[src/rtl/link_rx_packer_if.sv]
// Bundle between the link slave FSM, the packer and the word consumer.
// Packer ports use slave; the driving side (slave FSM plus consumer) uses master.
interface link_rx_packer_if #(
  parameter int DEPTH = 4,
  parameter int CW    = 16
);
  localparam int LW = $clog2(DEPTH) + 1;

  // Byte side is a strobe with no back-pressure: byte_in/last_byte mean something
  // only in a cycle with byte_valid=1.
  // Word side is valid/ready: a transfer happens on the rising edge where
  // word_valid && word_ready. word_data/bytes/last hold while valid waits for ready.
  // ready without valid does nothing.
  logic          byte_valid;
  logic [7:0]    byte_in;
  logic          last_byte;
  logic          word_valid;
  logic          word_ready;
  logic [31:0]   word_data;
  logic [2:0]    word_bytes;
  logic          word_last;
  logic [LW-1:0] level;
  logic          ovf;
  logic          ovf_clr;
  logic [CW-1:0] frame_cnt;
  logic          dbg_packing;
  logic [1:0]    dbg_idx;

  modport master (
    output byte_valid, byte_in, last_byte, word_ready, ovf_clr,
    input  word_valid, word_data, word_bytes, word_last, level, ovf, frame_cnt,
           dbg_packing, dbg_idx
  );

  modport slave (
    input  byte_valid, byte_in, last_byte, word_ready, ovf_clr,
    output word_valid, word_data, word_bytes, word_last, level, ovf, frame_cnt,
           dbg_packing, dbg_idx
  );
endinterface

[src/rtl/link_rx_packer.sv]
// Packs received link bytes little-endian into 32-bit words and queues them in a small
// FIFO behind a valid/ready stream. Also keeps a sticky overflow flag and a frame counter.
module link_rx_packer #(
  parameter int DEPTH = 4,
  parameter int CW    = 16
) (
  input  logic             clk,
  input  logic             rst,
  link_rx_packer_if.slave  bus
);
  localparam int AW = $clog2(DEPTH);
  localparam int LW = AW + 1;

  typedef enum logic {
    ST_IDLE    = 1'b0,
    ST_PACKING = 1'b1
  } pack_state_t;

  pack_state_t   r_state;
  pack_state_t   w_state_d;
  logic [1:0]    r_idx;
  logic [1:0]    w_idx_d;
  logic [31:0]   r_pack;
  logic [31:0]   w_pack_d;
  logic [31:0]   w_merged;
  logic          w_complete;
  logic [2:0]    w_bytes;

  logic [31:0]   r_mem_data  [DEPTH];
  logic [2:0]    r_mem_bytes [DEPTH];
  logic          r_mem_last  [DEPTH];
  logic [AW-1:0] r_wptr;
  logic [AW-1:0] r_rptr;
  logic [LW-1:0] r_level;
  logic          r_ovf;
  logic [CW-1:0] r_frame_cnt;

  logic          w_empty;
  logic          w_full;
  logic          w_pop;
  logic          w_push;
  logic          w_ovf_set;

  // Packer FSM: state register
  always_ff @(posedge clk or negedge rst) begin
    if (!rst) begin
      r_state <= ST_IDLE;
      r_idx   <= 2'd0;
      r_pack  <= 32'd0;
    end else begin
      r_state <= w_state_d;
      r_idx   <= w_idx_d;
      r_pack  <= w_pack_d;
    end
  end

  // Lanes above the current index are forced to zero here, so a short final word
  // never carries bytes from an earlier frame.
  always_comb begin
    w_state_d  = r_state;
    w_idx_d    = r_idx;
    w_pack_d   = r_pack;
    w_complete = 1'b0;
    case (r_idx)
      2'd0:    w_merged = {24'd0, bus.byte_in};
      2'd1:    w_merged = {16'd0, bus.byte_in, r_pack[7:0]};
      2'd2:    w_merged = {8'd0, bus.byte_in, r_pack[15:0]};
      default: w_merged = {bus.byte_in, r_pack[23:0]};
    endcase
    if (bus.byte_valid) begin
      if (r_idx == 2'd3 || bus.last_byte) begin
        w_complete = 1'b1;
        w_idx_d    = 2'd0;
        w_pack_d   = 32'd0;
        w_state_d  = ST_IDLE;
      end else begin
        w_idx_d    = r_idx + 2'd1;
        w_pack_d   = w_merged;
        w_state_d  = ST_PACKING;
      end
    end
  end

  assign w_bytes   = {1'b0, r_idx} + 3'd1;
  assign w_empty   = (r_level == '0);
  assign w_full    = (r_level == LW'(DEPTH));
  assign w_pop     = !w_empty && bus.word_ready;
  // A pop in the same cycle frees the slot, so a full FIFO still accepts the push.
  assign w_push    = w_complete && (!w_full || w_pop);
  assign w_ovf_set = w_complete && w_full && !w_pop;

  always_ff @(posedge clk) begin
    if (w_push) begin
      r_mem_data[r_wptr]  <= w_merged;
      r_mem_bytes[r_wptr] <= w_bytes;
      r_mem_last[r_wptr]  <= bus.last_byte;
    end
  end

  always_ff @(posedge clk or negedge rst) begin
    if (!rst) begin
      r_wptr  <= '0;
      r_rptr  <= '0;
      r_level <= '0;
    end else begin
      if (w_push) r_wptr <= r_wptr + AW'(1);
      if (w_pop)  r_rptr <= r_rptr + AW'(1);
      case ({w_push, w_pop})
        2'b10:   r_level <= r_level + LW'(1);
        2'b01:   r_level <= r_level - LW'(1);
        default: r_level <= r_level;
      endcase
    end
  end

  // Overflow set has priority over a clear in the same cycle.
  always_ff @(posedge clk or negedge rst) begin
    if (!rst) begin
      r_ovf <= 1'b0;
    end else if (w_ovf_set) begin
      r_ovf <= 1'b1;
    end else if (bus.ovf_clr) begin
      r_ovf <= 1'b0;
    end
  end

  always_ff @(posedge clk or negedge rst) begin
    if (!rst) begin
      r_frame_cnt <= '0;
    end else if (w_pop && r_mem_last[r_rptr]) begin
      r_frame_cnt <= r_frame_cnt + CW'(1);
    end
  end

  assign bus.word_valid  = !w_empty;
  assign bus.word_data   = w_empty ? 32'd0 : r_mem_data[r_rptr];
  assign bus.word_bytes  = w_empty ? 3'd0  : r_mem_bytes[r_rptr];
  assign bus.word_last   = w_empty ? 1'b0  : r_mem_last[r_rptr];
  assign bus.level       = r_level;
  assign bus.ovf         = r_ovf;
  assign bus.frame_cnt   = r_frame_cnt;
  assign bus.dbg_packing = (r_state == ST_PACKING);
  assign bus.dbg_idx     = r_idx;
endmodule

[src/flat_wrapper.sv]
// flat-port wrapper written by rule: the top's interface ports become plain ports
module link_rx_packer_flat 
#(
  parameter int DEPTH = 4,
  parameter int CW    = 16
)
  (clk, rst, bus_byte_valid, bus_byte_in, bus_last_byte, bus_word_ready, bus_ovf_clr, bus_word_valid, bus_word_data, bus_word_bytes, bus_word_last, bus_level, bus_ovf, bus_frame_cnt, bus_dbg_packing, bus_dbg_idx);
  link_rx_packer_if #(.DEPTH(DEPTH), .CW(CW)) bus_i ();
  input  logic clk;
  input  logic rst;
  input wire logic [$bits(bus_i.byte_valid)-1:0] bus_byte_valid;
  input wire logic [$bits(bus_i.byte_in)-1:0] bus_byte_in;
  input wire logic [$bits(bus_i.last_byte)-1:0] bus_last_byte;
  input wire logic [$bits(bus_i.word_ready)-1:0] bus_word_ready;
  input wire logic [$bits(bus_i.ovf_clr)-1:0] bus_ovf_clr;
  output wire logic [$bits(bus_i.word_valid)-1:0] bus_word_valid;
  output wire logic [$bits(bus_i.word_data)-1:0] bus_word_data;
  output wire logic [$bits(bus_i.word_bytes)-1:0] bus_word_bytes;
  output wire logic [$bits(bus_i.word_last)-1:0] bus_word_last;
  output wire logic [$bits(bus_i.level)-1:0] bus_level;
  output wire logic [$bits(bus_i.ovf)-1:0] bus_ovf;
  output wire logic [$bits(bus_i.frame_cnt)-1:0] bus_frame_cnt;
  output wire logic [$bits(bus_i.dbg_packing)-1:0] bus_dbg_packing;
  output wire logic [$bits(bus_i.dbg_idx)-1:0] bus_dbg_idx;
  assign bus_i.byte_valid = bus_byte_valid;
  assign bus_i.byte_in = bus_byte_in;
  assign bus_i.last_byte = bus_last_byte;
  assign bus_i.word_ready = bus_word_ready;
  assign bus_i.ovf_clr = bus_ovf_clr;
  assign bus_word_valid = bus_i.word_valid;
  assign bus_word_data = bus_i.word_data;
  assign bus_word_bytes = bus_i.word_bytes;
  assign bus_word_last = bus_i.word_last;
  assign bus_level = bus_i.level;
  assign bus_ovf = bus_i.ovf;
  assign bus_frame_cnt = bus_i.frame_cnt;
  assign bus_dbg_packing = bus_i.dbg_packing;
  assign bus_dbg_idx = bus_i.dbg_idx;
  link_rx_packer #(.DEPTH(DEPTH), .CW(CW)) u_core (.clk(clk), .rst(rst), .bus(bus_i));
endmodule
[config.mk]
export PLATFORM = sky130hd
export DESIGN_NAME = link_rx_packer_flat
export DESIGN_NICKNAME = d
export VERILOG_FILES = /design/src/rtl/link_rx_packer_if.sv /design/src/rtl/link_rx_packer.sv /design/src/flat_wrapper.sv
export SDC_FILE = /design/constraint.sdc
export NUM_CORES = 1
export LEC_CHECK = 0
export ABC_AREA = 1
export BUFFER_PORTS_ARGS = -buffer_cell sky130_fd_sc_hd__buf_2
export CAP_MARGIN = 5
export CORE_MARGIN = 2
export CORE_UTILIZATION = 54
export DETAILED_ROUTE_END_ITERATION = 6
export GPL_ROUTABILITY_DRIVEN = 0
export GPL_TIMING_DRIVEN = 0
export HOLD_SLACK_MARGIN = 0.12
export PLACE_DENSITY = 0.76
export SYNTH_ARGS = -nofsm -noshare
export SYNTH_HDL_FRONTEND = slang
export SYNTH_SLANG_ARGS = --single-unit
[constraint.sdc]
create_clock -name clk -period 3.3 [get_ports clk]
set_input_delay 0.66 -clock clk [delete_from_list [all_inputs] [get_ports clk]]
set_output_delay 0.66 -clock clk [all_outputs]
set_load 0.02 [all_outputs]
## Word level (Yosys, flattened, before mapping)

Memories as Yosys holds them, arrays and structs flattened.
Index checks and enable logic that the tools add are counted.
W data, S select, Z words.

- Eq/ne operators: 6
- Add/subtract/negate cells: 7
- Reduce and logical (&&, ||, !) cells: 14
- Mux-type cells: 14

Operators with widths:

| operator | number |
|---|---|
| $pmux W32 S3 | 1 |
| $mux W32 | 1 |
| $mux W24 | 1 |
| $add A16 B1 Y16 const B | 1 |
| $mux W1 | 8 |
| $add A2 B1 Y2 const B | 3 |
| $eq A2 B2 Y1 const B | 3 |
| $pmux W3 S2 | 1 |
| $logic_and A1 B1 Y1 | 5 |
| $eq A2 B1 Y1 const B | 2 |
| $reduce_bool A2 Y1 | 2 |
| $add A2 B1 Y3 const B | 1 |
| $add A3 B1 Y3 const B | 1 |
| $eq A3 B3 Y1 const B | 1 |
| $logic_not A1 Y1 | 3 |
| $logic_not A3 Y1 | 1 |
| $mux W3 | 1 |
| $sub A3 B1 Y3 const B | 1 |
| $logic_not A2 Y1 | 1 |
| $logic_or A1 B1 Y1 | 2 |
| $mux W2 | 1 |

- Memories kept: 3
- Bits in registers: 51
- Input bits: 14
- RAM bits: 144
- Word-level logic and storage cells: 52
- Output and inout bits: 60

Memories:

| memory | words | bits a word | read ports | clocked after memory_dff | wr ports | RTL line | text |
|---|---|---|---|---|---|---|---|
| u_core.r_mem_data | 4 | 32 | 1 | 0 | 1 | link_rx_packer.sv:29 | `logic [31:0] r_mem_data [DEPTH];` |
| u_core.r_mem_bytes | 4 | 3 | 1 | 0 | 1 | link_rx_packer.sv:30 | `logic [2:0] r_mem_bytes [DEPTH];` |
| u_core.r_mem_last | 4 | 1 | 1 | 0 | 1 | link_rx_packer.sv:31 | `logic r_mem_last [DEPTH];` |

## Logic depth before layout (Yosys ltp)

Gate-level depths: netlist of the first run.

- Depth after elaboration: 7
- Depth in mapped cells: 12
- Depth with buffers taken out: 11

## Worst setup path after synthesis of the first run

No wires, ideal clock.

- Kind: reg-to-reg
- Start: register u_core.r_idx[0] (netlist: u_core.bus.dbg_idx[0])
- End: memory u_core.r_mem_bytes[0][0], enable pin
- Arrival time: 2.791 ns
- Required time: 2.871 ns
- Cell stages (with the launch flop): 7
- Period minus slack after synthesis: 3.220 ns
- Setup slack: 0.080 ns
- Setup time: 0.429 ns
- Path buffers: 1
- Path through: dfrtp_1 ha_1 buf_6 nor2_1 nor2_1 nand2_1 nor2_1

- Cells in the longest elaborated chain, start to end: 7

RTL lines:

| what | RTL line | text |
|---|---|---|
| start: declaration | link_rx_packer.sv:21 | `logic [1:0] r_idx;` |
| start signal: assignment | link_rx_packer.sv:52 | `r_idx <= w_idx_d;` |
| $eq A2 B2 Y1 | link_rx_packer.sv:71 | `if (r_idx == 2'd3 \|\| bus.last_byte) begin` |
| $logic_or A1 B1 Y1 | link_rx_packer.sv:71 |  |
| $mux W1 | link_rx_packer.sv:71 |  |
| $mux W1 | link_rx_packer.sv:70 | `if (bus.byte_valid) begin` |
| $logic_and A1 B1 Y1 | link_rx_packer.sv:89 | `assign w_push = w_complete && (!w_full \|\| w_pop);` |
| $mux W1 | link_rx_packer.sv:93 | `if (w_push) begin` |
| $mux W1 (not written as such) | link_rx_packer.sv:95 | `r_mem_bytes[r_wptr] <= w_bytes;` |
| end: declaration | link_rx_packer.sv:30 |  |

Every way passes these cells.

## Worst setup path after layout of the first run

- Start: register u_core.r_rptr[0]
- End: output port bus_word_bytes[2]

- Cells in the longest elaborated chain, start to end: 2

RTL lines:

| what | RTL line | text |
|---|---|---|
| start: declaration | link_rx_packer.sv:33 | `logic [AW-1:0] r_rptr;` |
| start signal: assignment | link_rx_packer.sv:107 | `if (w_pop) r_rptr <= r_rptr + AW'(1);` |
| $mem_v2 Z4 W3 | - |  |
| $mux W3 | link_rx_packer.sv:137 | `assign bus.word_bytes = w_empty ? 3'd0 : r_mem_bytes[r_rptr];` |
| end: declaration | flat_wrapper.sv:18 | `output wire logic [$bits(bus_i.word_bytes)-1:0] bus_word_bytes;` |

Every way passes these cells.

==> results.json, run 1 <==
{
  "floorplan.initialDensity": 0.5547,
  "wl_met1_um": 8194,
  "yosys-top-cells-area": "edfxtp_1, dfrtp_1, nor2_1, nand2_1, o21ai_0",
  "fmax_mhz": 349.9,
  "cts_root_buf": "clkbuf_16",
  "avgSynthCellArea_um2": 10.38,
  "rows": 45,
  "crit_path_end_kind": "primary output",
  "io_pins": 74,
  "yosysSeqAreaShare": 0.6617,
  "cts_buffers": 17,
  "track_usage": 0.2493,
  "drt_iter0_markers": 603,
  "antenna_found_initial": 0,
  "syn_nets": 839,
  "route.detailed.drc": 0,
  "grt_pass1_wl_um": 30950,
  "path_class": "flip-flop to primary output",
  "r2r-end": "u_core.r_mem_data[2][13]$_DFFE_PP_",
  "cp-endpoint": "bus_word_bytes[2]",
  "critPathLaunch": "u_core.r_rptr[0]$_DFFE_PN0P_",
  "fill_cells": 1175,
  "htreeDepth": 4,
  "combPwrFrac": 0.393,
  "area_growth_syn_to_layout_pct": 16.54,
  "fp.dieH_um": 129.2,
  "swShare": 0.3911,
  "core_area_um2": 15260,
  "crit_path_max_fanout": 10,
  "grt.overflow.total": 0,
  "synth_cell_types": 31,
  "fin_crit_sh": 0.8659,
  "routed_via_density": 5.430,
  "cts_tree": "done",
  "die_area_um2": 16690,
  "grt_max_degree": 52,
  "finalWirelength_um": 19760,
  "n_antenna_cell": 0,
  "route.met3.wl_um": 1309,
  "clock_path_buffers": 2,
  "p_int_mw": 5.311,
  "cp.required_ns": 2.64,
  "r2r_start": "u_core.bus.dbg_idx[0]$_DFFE_PN0P_",
  "synthCells": 815,
  "hold_path_class": "primary input to async pin",
  "place_area_um2": 9233,
  "top_layer_used": "met4",
  "yosysWarnings": 0,
  "path_clk_slew_ns": 0.07,
  "cts_resized": 0,
  "outcome": "completed",
  "cp-start-kind": "flip-flop",
  "slew_headroom": 0.5457,
  "tightest_slew_ns": 0.6799,
  "layout.cells.non_filler": 1136,
  "layout.nets": 936,
  "rsz0062_at_grt": "false",
  "reg2reg_depth": 7,
  "post-cts-setup-buffers": 0,
  "postRouteAntennaNets": 0,
  "finalClockSkew_ns": 0.009742,
  "die_width_um": 129.2,
  "layout-drive-gt1-share": 0.1600,
  "r2r_setup_slack_ns": 0.52,
  "synth_top_cell_by_area": "edfxtp_1",
  "p_switching_mw": 3.412,
  "synth_area_um2": 8463,
  "portBuffers": 73,
  "power_density_nw_per_um2": 884.3,
  "cp.arrival_ns": 2.20,
  "vdd_drop_max_v": 0.0005573,
  "p_seq_frac": 0.365,
  "final_area_um2": 9863,
  "wl_per_cell_um": 17.39,
  "dr_wl_met2_um": 9767,
  "insertion_delay_ns": 0.44,
  "drv_cap": 0,
  "vias": 6169,
  "power.share.clock": 0.242,
  "hold_viol_final": 0,
  "first_global_vias": 6012,
  "setup_viol": 0,
  "maxSlewViolCount": 0,
  "cts.sinks": 195,
  "firstDrtPassIters": 5,
  "hpwl_um": 12960,
  "cts_hold_buf": 0,
  "ys_ff_latch": 195,
  "finalCriticalPeriod_ns": 2.858,
  "dpl.cell_count": 1103,
  "p_leak_nw": 3.981,
  "synth_top_cell_area_share": 0.5109
}
## logic make-up after synthesis
logic type               count (synthesis)  share of synthesized area
AO/OA/AOI/OAI                          170                     0.1084
XOR/XNOR                                 9                   0.009315
adder cells (fa/ha/maj)                 10                    0.01567
buffers and inverters                   99                    0.05012
flip-flops                             195                     0.6617
AND/OR/NAND/NOR                        332                     0.1548
## how the worst min path moves through the flow
stage / endpoint / cells past startpoint / start / slack, ns
detailed placement: u_core.r_pack[19]$_DFFE_PN0P_ / 2 / u_core.r_pack[19]$_DFFE_PN0P_ / 0.47
global placement: u_core.r_pack[22]$_DFFE_PN0P_ / 2 / u_core.r_pack[22]$_DFFE_PN0P_ / 0.47
global route: u_core.bus.frame_cnt[13]$_DFFE_PN0P_ / 1 / rst / 0.16
CTS: u_core.bus.ovf$_DFFE_PN0P_ / 2 / bus_ovf_clr / 0.42
finish: u_core.bus.frame_cnt[13]$_DFFE_PN0P_ / 1 / rst / 0.14
floorplan: u_core.bus.dbg_idx[0]$_DFFE_PN0P_ / 0 / rst / 0.36
## per-stage QoR
step                hold WS, ns    util  setup TNS, ns  power, mW  setup slack [ns]
finish                   0.1387  0.6464              0      8.722            0.4424
global placement         0.4658  0.5959        -191.31      6.513            -1.426
floorplan                0.3644       -              0      5.451           0.07950
CTS                      0.4162  0.6451              0      8.737            0.4547
detailed placement       0.4735  0.6051              0      6.644            0.4104
global route             0.1559  0.6464              0      9.197            0.3469
## critical path, stage by stage (launching register included)
cell and delay, ns:
dfrtp_1 0.40, inv_2 0.22, clkbuf_1 0.45, o21ai_0 0.17, a21oi_1 0.30, buf_2 0.23
## flip-flops by register name, summed over array words and instances (netlist names)
| signal | cells |
|---|---|
| u_core.bus.dbg_idx | 2 |
| u_core.bus.dbg_packing | 1 |
| u_core.bus.frame_cnt | 16 |
| u_core.bus.level | 3 |
| u_core.bus.ovf | 1 |
| u_core.r_mem_bytes | 12 |
| u_core.r_mem_data | 128 |
| u_core.r_mem_last | 4 |
| u_core.r_pack | 24 |
| u_core.r_rptr | 2 |
| u_core.r_wptr | 2 |
## power by group through the flow
stage	clock network, mW	logic [mW]	registers, mW
floorplan	0	2.16	3.29
global placement	0	3.28	3.23
detailed placement	0	3.42	3.23
CTS	2.11	3.44	3.18
global route	2.22	3.77	3.21
finish	2.11	3.43	3.18
## synth_stat cells (all sizes together)
cell type and count:
xor2 6, a21oi 43, o21ai 116, buf 23
xnor2 3, clkbuf 13, fa 1, nor2 178
nand4 5, or2 1, nand2 136, dfrtp 51
edfxtp 144, nand3b 1, nand3 11, ha 9
o21a 1, inv 62, o22ai 9, a21boi 1
clkinv 1
## final cells by class
cell class              count  area, µm²  share of cell area
clock inverters             8      96.34            0.009768
inverters                  63      236.5             0.02398
plain buffers              36      187.7             0.01903
repair buffers             78      495.5             0.05023
multi-input cells         521       2469              0.2503
clock buffers              24      514.2             0.05214
flip-flops and latches    195       5600              0.5678
well taps                 211      264.0             0.02677
## routing by layer
metal  vias up  GRT usage
met3        40    0.06152
met2       227     0.4167
met5         -          0
met1      2970     0.3171
li1       2932          -
met4         0    0.09591
## cells in the final DEF (no fill, tap or decap)
| cell | instances |
|---|---|
| o22ai_2 | 8 |
| ha_1 | 9 |
| xor2_1 | 6 |
| edfxtp_1 | 144 |
| clkbuf_1 | 16 |
| clkbuf_16 | 19 |
| nand2_1 | 134 |
| nor2_1 | 171 |
| buf_4 | 2 |
| buf_2 | 85 |
| buf_12 | 1 |
| or2_1 | 1 |
| nand2_2 | 2 |
| buf_6 | 4 |
| o22ai_1 | 1 |
| dfrtp_1 | 51 |
| a21boi_0 | 1 |
| xnor2_1 | 3 |
| buf_1 | 5 |
| clkbuf_8 | 2 |
| fa_1 | 1 |
| buf_16 | 4 |
| inv_1 | 56 |
| nand4_1 | 5 |
| bufinv_16 | 2 |
| a21oi_1 | 43 |
| nand3b_1 | 1 |
| inv_2 | 6 |
| nor2_8 | 1 |
| nand3_1 | 11 |
| o21ai_1 | 28 |
| clkinv_2 | 4 |
| clkinv_4 | 1 |
| nor2_2 | 1 |
| nor2_4 | 5 |
| clkinv_1 | 1 |
| clkinvlp_4 | 1 |
| o21a_1 | 1 |
| o21ai_0 | 88 |
(Power assumes the default switching activity.)
==> inputs of run 2 (changes only) <==
--- a/config.mk
+++ b/config.mk
@@ -14,6 +14,7 @@
 export GPL_ROUTABILITY_DRIVEN = 0
 export GPL_TIMING_DRIVEN = 0
 export HOLD_SLACK_MARGIN = 0.12
+export MAX_ROUTING_LAYER = met4
 export PLACE_DENSITY = 0.76
 export SYNTH_ARGS = -nofsm -noshare
 export SYNTH_HDL_FRONTEND = slang
==> constraint.sdc (replaced) <==
create_clock -name clk -period 3.3 [get_ports clk]
set_input_delay 0.66 -clock clk [delete_from_list [all_inputs] [get_ports clk]]
set_output_delay 0.66 -clock clk [all_outputs]
set_load 0.01 [all_outputs]
==> run 2 against run 1 <==
Hold slack gained 0.049 ns. Combinational power shrank 10%. Routed wire length shrank 0.21%. Non-clock buffer count is the same. Clock power is essentially flat. First-iteration DRC count grew 11%. Setup slack gained 0.0074 ns. Via count grew 0.29%. Critical path type unchanged. Largest power group is now sequential cells. Highest routed layer unchanged.
==> results.json, run 2 (same netlist as run 1, synthesis figures left out) <==
{
  "cp.arrival_ns": 2.19,
  "vdd_drop_max_v": 0.0005152,
  "crit_path_max_fanout": 10,
  "tightest_slew_ns": 0.7028,
  "setup_ws_ns": 0.4498,
  "die_width_um": 129.2,
  "dpl.cell_count": 1103,
  "place_area_um2": 9233,
  "fin_crit_sh": 0.8637,
  "antenna_found_initial": 0,
  "cp.required_ns": 2.64,
  "cts_root_buf": "clkbuf_16",
  "crit_path_end_kind": "primary output",
  "p_leak_nw": 3.981,
  "final_common_cell": "nor2_1",
  "cts_tree": "done",
  "fp.dieH_um": 129.2,
  "track_usage": 0.2570,
  "drv_cap": 0,
  "hold_viol_final": 0,
  "finalWirelength_um": 19720,
  "floorplan.initialDensity": 0.5547,
  "top_register": "u_core.r_mem_data",
  "portBuffers": 73,
  "layout.nets": 936,
  "firstDrtPassIters": 5,
  "maxSlewViolCount": 0,
  "fmax_mhz": 350.9,
  "fill_cells": 1177,
  "slew_headroom": 0.5304,
  "cts.sinks": 195,
  "most-common-layout-cells": "nor2_1, edfxtp_1, nand2_1, o21ai_0, buf_2",
  "drt_iter0_markers": 668,
  "wl_per_cell_um": 17.36,
  "htreeDepth": 4,
  "hold_path_class": "primary input to async pin",
  "cp-start-kind": "flip-flop",
  "crit_chain": "inv_2, clkbuf_1, o21ai_0, a21oi_1, buf_2",
  "die_area_um2": 16690,
  "cp_slowest_stage_delay_ns": 0.46,
  "io_pins": 74,
  "cts_resized": 0,
  "rsz0062_at_grt": "false",
  "outcome": "completed",
  "insertion_delay_ns": 0.43,
  "layout.cells.non_filler": 1136,
  "vias": 6187,
  "grt_pass1_wl_um": 31000,
  "cts_hold_buf": 0,
  "n_antenna_cell": 0,
  "area_growth_syn_to_layout_pct": 16.54,
  "route.detailed.drc": 0,
  "crit_buf_inv": 3,
  "grt_max_degree": 52,
  "first_global_vias": 5995,
  "hpwl_um": 12960,
  "rows": 45,
  "post-cts-setup-buffers": 0,
  "finalClockSkew_ns": 0.01252,
  "power_density_nw_per_um2": 848.2,
  "finalSetupTns_ns": 0,
  "setup_viol": 0,
  "routed_via_density": 5.446,
  "postRouteAntennaNets": 0,
  "cp_top_family": "buffers and inverters",
  "finalCriticalPeriod_ns": 2.850,
  "core_area_um2": 15260,
  "grt.overflow.total": 0,
  "path_class": "flip-flop to primary output",
  "crit_path_top_delay_cell": "clkbuf_1",
  "cts_buffers": 17,
  "power_mw": 8.366,
  "layout-drive-gt1-share": 0.1600,
  "pre_cts_ws_ns": 0.4104,
  "clock_path_buffers": 2,
  "final_area_um2": 9863,
  "path_clk_slew_ns": 0.07,
  "largest_reg_flops": 128
}
-- run 2: cell counts in the layout (fill, tap and decap cells not counted) --
No cell type changed its count.
-- run 2: power by group --
| part | leakage (nW) | internal, mW | total (mW) | switching [mW] |
|---|---|---|---|---|
| registers | 2.00 | 3.02 | 3.18 | 0.160 |
| clock network | 0.300 | 1.24 | 2.11 | 0.861 |
| logic | 1.68 | 1.04 | 3.08 | 2.04 |
-- run 2: metrics by stage --
stage	util	hold WS (ns)
finish	0.6464	0.1873
global route	0.6464	0.2123
CTS	0.6451	0.4162
detailed placement	0.6051	0.4735
global placement	0.5959	0.4658
floorplan	-	0.3644
-- run 2: final timing paths --
path	cells past startpoint	end	slack [ns]	from
max	5	bus_word_bytes[2]	0.45	u_core.r_rptr[0]$_DFFE_PN0P_
min	1	u_core.bus.frame_cnt[15]$_DFFE_PN0P_	0.19	rst
max reg2reg	7	u_core.r_mem_data[3][13]$_DFFE_PP_	0.53	u_core.bus.dbg_idx[0]$_DFFE_PN0P_
min reg2reg	2	u_core.r_pack[12]$_DFFE_PN0P_	0.49	u_core.r_pack[12]$_DFFE_PN0P_
max in group asynchronous	2	u_core.r_pack[23]$_DFFE_PN0P_	2.55	rst
min in group clk	2	u_core.bus.ovf$_DFFE_PN0P_	0.43	bus_ovf_clr
-- run 2: area by class of cell --
| type | instances | area, µm² | area share |
|---|---|---|---|
| Sequential cell | 195 | 5600 | 0.5678 |
| Multi-Input combinational cell | 521 | 2469 | 0.2503 |
| Clock buffer | 24 | 514.2 | 0.05214 |
| Timing Repair Buffer | 78 | 495.5 | 0.05023 |
| Tap cell | 211 | 264.0 | 0.02677 |
| Inverter | 63 | 236.5 | 0.02398 |
| Buffer | 36 | 187.7 | 0.01903 |
| Clock inverter | 8 | 96.34 | 0.009768 |
-- run 2: per-layer routing --
| layer | GRT usage | part of all wire | vias up |
|---|---|---|---|
| met2 | 0.4158 | 0.50 | 234 |
| li1 | - | - | 2927 |
| met5 | - | 0 | - |
| met4 | 0.09974 | 0.022 | 0 |
| met1 | 0.3196 | 0.42 | 2992 |
| met3 | 0.05574 | 0.066 | 34 |
